--- config.mk ---
export PLATFORM = sky130hd
export DESIGN_NAME = divider_mem_ctrl
export DESIGN_NICKNAME = d
export VERILOG_FILES = /design/src/rtl/divider_mem_ctrl.sv
export SDC_FILE = /design/constraint.sdc
export NUM_CORES = 1
export LEC_CHECK = 0
export CORE_UTILIZATION = 49
export DETAILED_ROUTE_END_ITERATION = 16
export MAX_ROUTING_LAYER = met4
export PLACE_DENSITY = 0.8
export SETUP_SLACK_MARGIN = 0.1
export SYNTH_ARGS = -nofsm -noshare
export SYNTH_HDL_FRONTEND = slang
export SYNTH_SLANG_ARGS = --single-unit
export TNS_END_PERCENT = 10
--- constraint.sdc ---
create_clock -name clk -period 2.4 [get_ports clk]
set_clock_uncertainty 0.1 [all_clocks]
set_input_delay 0.24 -clock clk [delete_from_list [all_inputs] [get_ports clk]]
set_output_delay 0.24 -clock clk [all_outputs]
set_load 0.005 [all_outputs]
--- src/rtl/divider_mem_ctrl.sv ---
// Sequences scratch-memory reads, divider dispatch and result writes for the hist-eq divide stage.
// Latency: 5 cycles minimum per iteration plus 1 DONE cycle; outputs registered, strobes masked by abort.
// Backpressure: stalls in RD_WAIT until read data is ready and in DIV_WAIT until all dividers finish or time out.
module divider_mem_ctrl #(
    parameter int                ADDR_W      = 8,
    parameter int                NUM_ITER    = 32,
    parameter logic [ADDR_W-1:0] RD_BASE     = 'h00,
    parameter logic [ADDR_W-1:0] WT_BASE     = 'h80,
    parameter int                DIV_TIMEOUT = 64
) (
    input  logic              clk,
    input  logic              reset_n,
    input  logic              start,
    input  logic              abort,
    output logic              sc_mem_rd_en,
    output logic [ADDR_W-1:0] sc_mem_rd_addr1,
    output logic [ADDR_W-1:0] sc_mem_rd_addr2,
    input  logic              sc_mem_rd_data_rdy,
    output logic              dp_enable,
    output logic              div_start,
    input  logic [7:0]        div_done,
    output logic              sc_mem_wt_en,
    output logic [ADDR_W-1:0] sc_mem_wt_addr,
    output logic              busy,
    output logic              done,
    output logic              err
);

    localparam int ITER_W = (NUM_ITER > 1) ? $clog2(NUM_ITER) : 1;
    localparam int TMO_W  = (DIV_TIMEOUT > 1) ? $clog2(DIV_TIMEOUT) : 1;
    localparam logic [ITER_W-1:0] LAST_ITER = ITER_W'(NUM_ITER - 1);
    localparam logic [TMO_W-1:0]  TMO_MAX   = TMO_W'(DIV_TIMEOUT - 1);

    typedef enum logic [2:0] {
        S_IDLE,
        S_RD_REQ,
        S_RD_WAIT,
        S_DISPATCH,
        S_DIV_WAIT,
        S_WRITE,
        S_DONE
    } state_t;

    state_t            state;
    logic [ITER_W-1:0] iter;
    logic [7:0]        done_seen;
    logic [TMO_W-1:0]  tmo_cnt;
    logic              rd_en_q;
    logic              div_start_q;
    logic              wt_en_q;
    logic              done_q;

    logic [ADDR_W-1:0] iter_a;
    logic [ADDR_W-1:0] nxt_rd_addr1;
    logic              all_done;

    assign iter_a       = ADDR_W'(iter);
    assign nxt_rd_addr1 = RD_BASE + ((iter_a + ADDR_W'(1)) << 1);
    assign all_done     = ((done_seen | div_done) == 8'hFF);

    // An abort must suppress any strobe in the very cycle it is raised.
    assign sc_mem_rd_en = rd_en_q & ~abort;
    assign div_start    = div_start_q & ~abort;
    assign sc_mem_wt_en = wt_en_q & ~abort;
    assign done         = done_q & ~abort;

    always_ff @(posedge clk or negedge reset_n) begin
        if (!reset_n) begin
            state           <= S_IDLE;
            iter            <= '0;
            done_seen       <= '0;
            tmo_cnt         <= '0;
            rd_en_q         <= 1'b0;
            div_start_q     <= 1'b0;
            wt_en_q         <= 1'b0;
            done_q          <= 1'b0;
            sc_mem_rd_addr1 <= '0;
            sc_mem_rd_addr2 <= '0;
            sc_mem_wt_addr  <= '0;
            dp_enable       <= 1'b0;
            busy            <= 1'b0;
            err             <= 1'b0;
        end else begin
            rd_en_q     <= 1'b0;
            div_start_q <= 1'b0;
            wt_en_q     <= 1'b0;
            done_q      <= 1'b0;
            if (abort) begin
                state     <= S_IDLE;
                busy      <= 1'b0;
                dp_enable <= 1'b0;
            end else begin
                case (state)
                    S_IDLE: begin
                        if (start) begin
                            state           <= S_RD_REQ;
                            iter            <= '0;
                            err             <= 1'b0;
                            busy            <= 1'b1;
                            rd_en_q         <= 1'b1;
                            sc_mem_rd_addr1 <= RD_BASE;
                            sc_mem_rd_addr2 <= RD_BASE + ADDR_W'(1);
                        end
                    end
                    S_RD_REQ: begin
                        state     <= S_RD_WAIT;
                        dp_enable <= 1'b1;
                    end
                    S_RD_WAIT: begin
                        if (sc_mem_rd_data_rdy) begin
                            state       <= S_DISPATCH;
                            div_start_q <= 1'b1;
                        end
                    end
                    S_DISPATCH: begin
                        state     <= S_DIV_WAIT;
                        done_seen <= '0;
                        tmo_cnt   <= '0;
                    end
                    S_DIV_WAIT: begin
                        done_seen <= done_seen | div_done;
                        if (all_done) begin
                            state          <= S_WRITE;
                            wt_en_q        <= 1'b1;
                            sc_mem_wt_addr <= WT_BASE + iter_a;
                        end else if (tmo_cnt == TMO_MAX) begin
                            state     <= S_DONE;
                            err       <= 1'b1;
                            done_q    <= 1'b1;
                            dp_enable <= 1'b0;
                        end else begin
                            tmo_cnt <= tmo_cnt + TMO_W'(1);
                        end
                    end
                    S_WRITE: begin
                        dp_enable <= 1'b0;
                        if (iter == LAST_ITER) begin
                            state  <= S_DONE;
                            done_q <= 1'b1;
                        end else begin
                            state           <= S_RD_REQ;
                            iter            <= iter + ITER_W'(1);
                            rd_en_q         <= 1'b1;
                            sc_mem_rd_addr1 <= nxt_rd_addr1;
                            sc_mem_rd_addr2 <= nxt_rd_addr1 + ADDR_W'(1);
                        end
                    end
                    S_DONE: begin
                        state <= S_IDLE;
                        busy  <= 1'b0;
                    end
                    default: state <= S_IDLE;
                endcase
            end
        end
    end

endmodule

==> flow_metrics.py <==
metrics = {
    "outcome": {
        "status": "complete, no violations",
    },
    "power_and_ir_drop": {
        "peakVddDrop_v": 0.000512,
        "finalPower_w": 0.00152,
        "power.density_cell_area_mw_per_mm2": 649,
        "p_leak_nw": 1.06,
    },
    "timing": {
        "rsz0062_at_grt": "false",
        "slew_headroom": 0.665,
        "fin_crit_ns": 2.11,
        "final_min_period_over_clock_period": 0.879,
        "setup_viol": 0,
        "max_freq_mhz": 474,
        "tightest_slew_ns": 0.503,
        "fin_hold_ws_ns": 0.263,
        "tns_ns": 0,
        "maxSlewViolCount": 0,
        "hold_viol": 0,
        "fin_ws_ns": 0.289,
    },
    "cells_and_area": {
        "multiInputGateArea_um2": 792,
        "fillers": 282,
        "final_cell_mix": "38 x clkdlybuf4s50_1, 37 x dfrtp_1, 17 x nor2_1, 16 x a21oi_1, 13 x nand2_1",
        "drive_gt1_frac": 0.114,
        "fin_nets": 244,
        "seq_area_um2": 926,
        "n_antenna_cell": 0,
        "fin_util": 0.676,
        "layout_commonest_cell": "clkdlybuf4s50_1",
        "area_growth_syn_to_layout_pct": 26.4,
    },
    "route": {
        "num_vias": 1524,
        "first_iter_violations": 119,
        "drtAntennaViolNets": 0,
        "wl_per_cell_um": 14.3,
        "firstDrtPassIters": 5,
        "route.detailed.drc": 0,
        "finalWirelength_um": 3920,
        "viasPerCell": 5.54,
    },
    "clock_tree": {
        "cts_root_buf": "clkbuf_8",
        "cts_buffer_depth": 2,
        "clock_sinks": 37,
        "numCtsBuffers": 5,
        "clk_latency_ns": 0.29,
        "tritoncts": "done",
        "clk_pin_slew_worst_paths_ns": 0.07,
        "post_cts_buffers": 0,
        "hold_buffers": 0,
        "htree_levels": 2,
    },
    "floorplanning": {
        "dieWidth_um": 63.5,
        "initial_core_util": 0.535,
        "io_pins": 44,
        "core_area_mm2": 0.00347,
        "rows": 21,
        "dieArea_mm2": 0.00404,
        "dieHeight_um": 63.5,
    },
    "critical_path": {
        "arrival_ns": 2.19,
        "critPathKind": "reg -> reg",
        "required_ns": 2.48,
        "critPathMaxFanout": 8,
        "setup.worst_path.start_class": "flip-flop",
        "endpoint_kind": "flip-flop",
    },
    "global_route": {
        "grt_pass1_wl_um": 6780,
        "grt.total_usage": 0.230,
        "met3_usage": 0.0435,
        "gr-total-overflow": 0,
        "use_met2": 0.363,
        "antenna_found_initial": 0,
        "grt_max_degree": 38,
        "grt_pass1_vias": 1431,
        "met1_usage": 0.279,
        "top_usage_layer": "met2",
    },
    "synthesis": {
        "synth-seq-cells": 37,
        "async_flop_share": 1.00,
        "syn_area_mm2": 0.00186,
        "synthFlopType": "dfrtp_1",
        "synth.area.top_cells": "dfrtp_1 50%, buf_4 4.9%, a21oi_1 4.3%",
        "synth_top_area_frac": 0.499,
        "yosysWarnings": 0,
        "synth_cells": 190,
        "yosysSeqAreaShare": 0.499,
        "yosysTopAreaCell": "dfrtp_1",
        "synth_cell_type_count": 37,
        "synth_area_per_cell_um2": 9.77,
        "synth_edf_count": 0,
    },
    "place": {
        "dpl_worst_slack_ns": 0.194,
        "gp_congestion": 0.806,
        "hpwlAfterDp_um": 2770,
        "placement.io_buffers": 38,
    },
    "flow_run": {
        "cap_violations": 0,
    },
    "hold_path": {
        "hold_class": "in -> async",
    },
}
what timing repair did:
item | in CTS | in global routing
gates resized for setup | 0 | 1
setup endpoints to repair | 0 | 3
endpoints found under the hold margin | 0 | 0
final cells by class:
type | instances | area share
flip-flops and latches | 37 | 0.395
multi-input cells | 130 | 0.338
repair buffers | 47 | 0.191
clock buffers | 6 | 0.0352
well taps | 46 | 0.0245
inverters | 7 | 0.0112
clock inverters | 2 | 0.00587
synth_stat cells, drive strengths merged, types with 2 or more instances:
library cell / count
a21o: 2
buf: 17
o22ai: 5
nor2: 17
and3: 5
inv: 7
nand3: 10
a21oi: 16
nor2b: 7
nand2b: 2
nor3b: 2
a31oi: 2
or4: 4
mux2i: 3
clkbuf: 3
o31ai: 3
o21ai: 11
mux2: 5
nand2: 14
dfrtp: 37
ha: 3
nor3: 3
layer usage:
layer | vias to the layer above | share of wire
li1 | 732 | -
met1 | 743 | 0.45
met2 | 42 | 0.48
met3 | 7 | 0.043
met4 | 0 | 0.023
met5 | - | 0
flip-flops by register name, summed over array words and instances, names as in the netlist:
| name | cells |
|---|---|
| iter | 4 |
| wt_en_q | 1 |
| busy | 1 |
| dp_enable | 1 |
| done_q | 1 |
| err | 1 |
| sc_mem_wt_addr | 6 |
| done_seen | 8 |
| sc_mem_rd_addr1 | 1 |
| div_start_q | 1 |
| sc_mem_rd_addr2 | 2 |
| tmo_cnt | 6 |
| rd_en_q | 1 |
| state | 3 |
report_power, final:
part           switching, W  internal, W
sequential        0.0000816     0.000718
clock              0.000219     0.000232
combinational      0.000144     0.000126
total              0.000445      0.00108
path summary, 6_finish.rpt:
kind	depth (start not counted)	slack [ns]	start	to
max	8	0.29	iter[0]$_DFFE_PN0P_	iter[3]$_DFFE_PN0P_
min	2	0.26	reset_n	done_seen[7]$_DFFE_PN0P_
max reg2reg	8	0.29	iter[0]$_DFFE_PN0P_	iter[3]$_DFFE_PN0P_
min reg2reg	1	0.37	sc_mem_rd_addr2[0]$_DFFE_PN0P_	sc_mem_rd_addr2[0]$_DFFE_PN0P_
max in group asynchronous	2	1.61	reset_n	done_seen[0]$_DFFE_PN0P_
min in group clk	1	0.37	sc_mem_rd_addr2[0]$_DFFE_PN0P_	sc_mem_rd_addr2[0]$_DFFE_PN0P_
metrics by stage:
stage | instances | cell area, µm²
after detailed placement | 267 | 2250
after floorplan | 194 | 1870
final | 275 | 2350
after global placement | 267 | 2250
after CTS | 275 | 2350
after global routing | 275 | 2350
logic make-up (layout without fill, tap and decap cells):
group | Yosys count | count (layout) | share of synthesized area
buf+inv | 27 | 62 | 0.0823
compound gates | 45 | 45 | 0.150
xor+xnor | 1 | 1 | 0.00472
simple gates | 68 | 68 | 0.195
flops | 37 | 37 | 0.499
fa+ha+maj | 3 | 3 | 0.0202
mux | 8 | 8 | 0.0465
other cells | 1 | 5 | 0.00202
critical path: stages, from the launching register on:
cell	delay [ns]
dfrtp_1	0.39
ha_1	0.22
and3_1	0.21
ha_1	0.23
and3b_1	0.25
o21ai_1	0.13
buf_4	0.20
o21ai_0	0.18
a21oi_1	0.09
Note: power is estimated with default switching activity, not from simulation.
==> edit, RTL diff (same settings) <==
Reset style: synchronous (`reset_n`), changed in one clocked block.
--- a/src/rtl/divider_mem_ctrl.sv
+++ b/src/rtl/divider_mem_ctrl.sv
@@ -65,5 +65,5 @@
     assign done         = done_q & ~abort;
 
-    always_ff @(posedge clk or negedge reset_n) begin
+    always_ff @(posedge clk) begin
         if (!reset_n) begin
             state           <= S_IDLE;
Formal check against the unedited RTL: differs if reset_n is asserted again (counterexample within 4 cycles, from zero or initial values and one cycle with reset_n low); with reset_n held inactive, the same outputs for 10 cycles.
==> edit against the unedited design <==
  * Sequential cell count stayed put
  * First-iteration DRC count is 61% lower
  * Die area is 7.2% lower
  * Sequential share of layout area is 6.3 points lower
  * Worst setup slack worse by 0.052 ns
  * Design area is 4.5% lower
  * Area after synthesis is 7.4% lower
  * Wire length is 5.8% lower
  * Via count is 1.1% higher
Power is not compared: it rests on default switching activity, and its combinational part moved more than twofold at a synthesized area within 25%.
==> edit: results (changes against the unedited design) <==
Outcome
  – Outcome: complete, no violations (unchanged)

Cells and area
  – Area Growth Syn to Fin: 30.4% (was 26.4%)
  – NonClk Buf Share: 21.0% (was 19.1%)
  – Layout cell share with drive strength beyond 1: 12.7% (was 11.4%)
  – Logic inverters: 5 (was 7)
  – Fill cell count: 284 (was 282)
  – Multi-input logic area: 871 um2 (was 792 um2)
  – Seq/total area: 33.1% (was 39.5%)
  – NumNets Final: 259 (was 244)

Logic synthesis
  – Asr flop ratio synth: 0% (was 100%)
  – Sequential area share after synthesis: 43.1% (was 49.9%)
  – Distinct cells, synth: 44 (was 37)
  – Synth Area in Adders: 2.18% (was 2.02%)
  – Syn Inst Count: 202 (was 190)
  – Proportion of synthesized area in mux cells: 1.82% (was 4.65%)

Clock network
  – Clock slew at reported path FFs: 0.11 ns (was 0.07 ns)

GRT
  – Vias in the first global route: 1371 (was 1431)
  – Largest net degree at the start of global routing: 16 (was 38)
  – First-pass GRT wire length: 5930 um (was 6780 um)

Detailed routing
  – Total wire length: 3700 um (was 3920 um)
  – Via count: 1541 (was 1524)
  – Router iterations before antenna repair: 4 (was 5)

Worst setup path
  – Critical-path maximum fanout: 7 (was 8)
  – Slowest CP cell: a211oi_4 (was dfrtp_1)
  – Critical path origin: iter[0] (unchanged)
  – End of the worst register-to-register path: sc_mem_rd_addr2[5] (was iter[3])
  – CP arrival: 2.32 ns (was 2.19 ns)

Timing
  – Worst slew pin tran: 0.600 ns (was 0.503 ns)

Placed design
  – Dpl ws: 0.106 ns (was 0.194 ns)
## edit: changes by cell type in the layout (fill, tap and decap cells not counted), sizes merged, moves of 4 or more
cell	change
a22oi	+8
dfrtp	-37
nand2	+5
mux2	-4
nor2	+7
and3	-4
dfxtp	+37
## edit: how the worst min path moves through the flow
stage,start,slack (ns),cells past startpoint,end
3_5_place_dp,sc_mem_wt_addr[1],0.35,2,sc_mem_wt_addr[1]
5_1_grt,sc_mem_rd_data_rdy,0.39,3,div_start_q
4_1_cts,sc_mem_wt_addr[1],0.37,2,sc_mem_wt_addr[1]
2_1_floorplan,sc_mem_rd_data_rdy,0.29,2,div_start_q
6_report,sc_mem_wt_addr[1],0.37,2,sc_mem_wt_addr[1]
3_3_place_gp,sc_mem_wt_addr[0],0.35,2,sc_mem_wt_addr[0]
## edit: metal layers
layer,wire length [um],track usage [%],part of all wire (%),up-vias
met5,0,-,0,-
met4,53,9.09,1.4,0
met3,263,6.30,7.1,7
met2,1720,33.4,47,56
met1,1660,28.1,45,695
li1,-,-,-,783
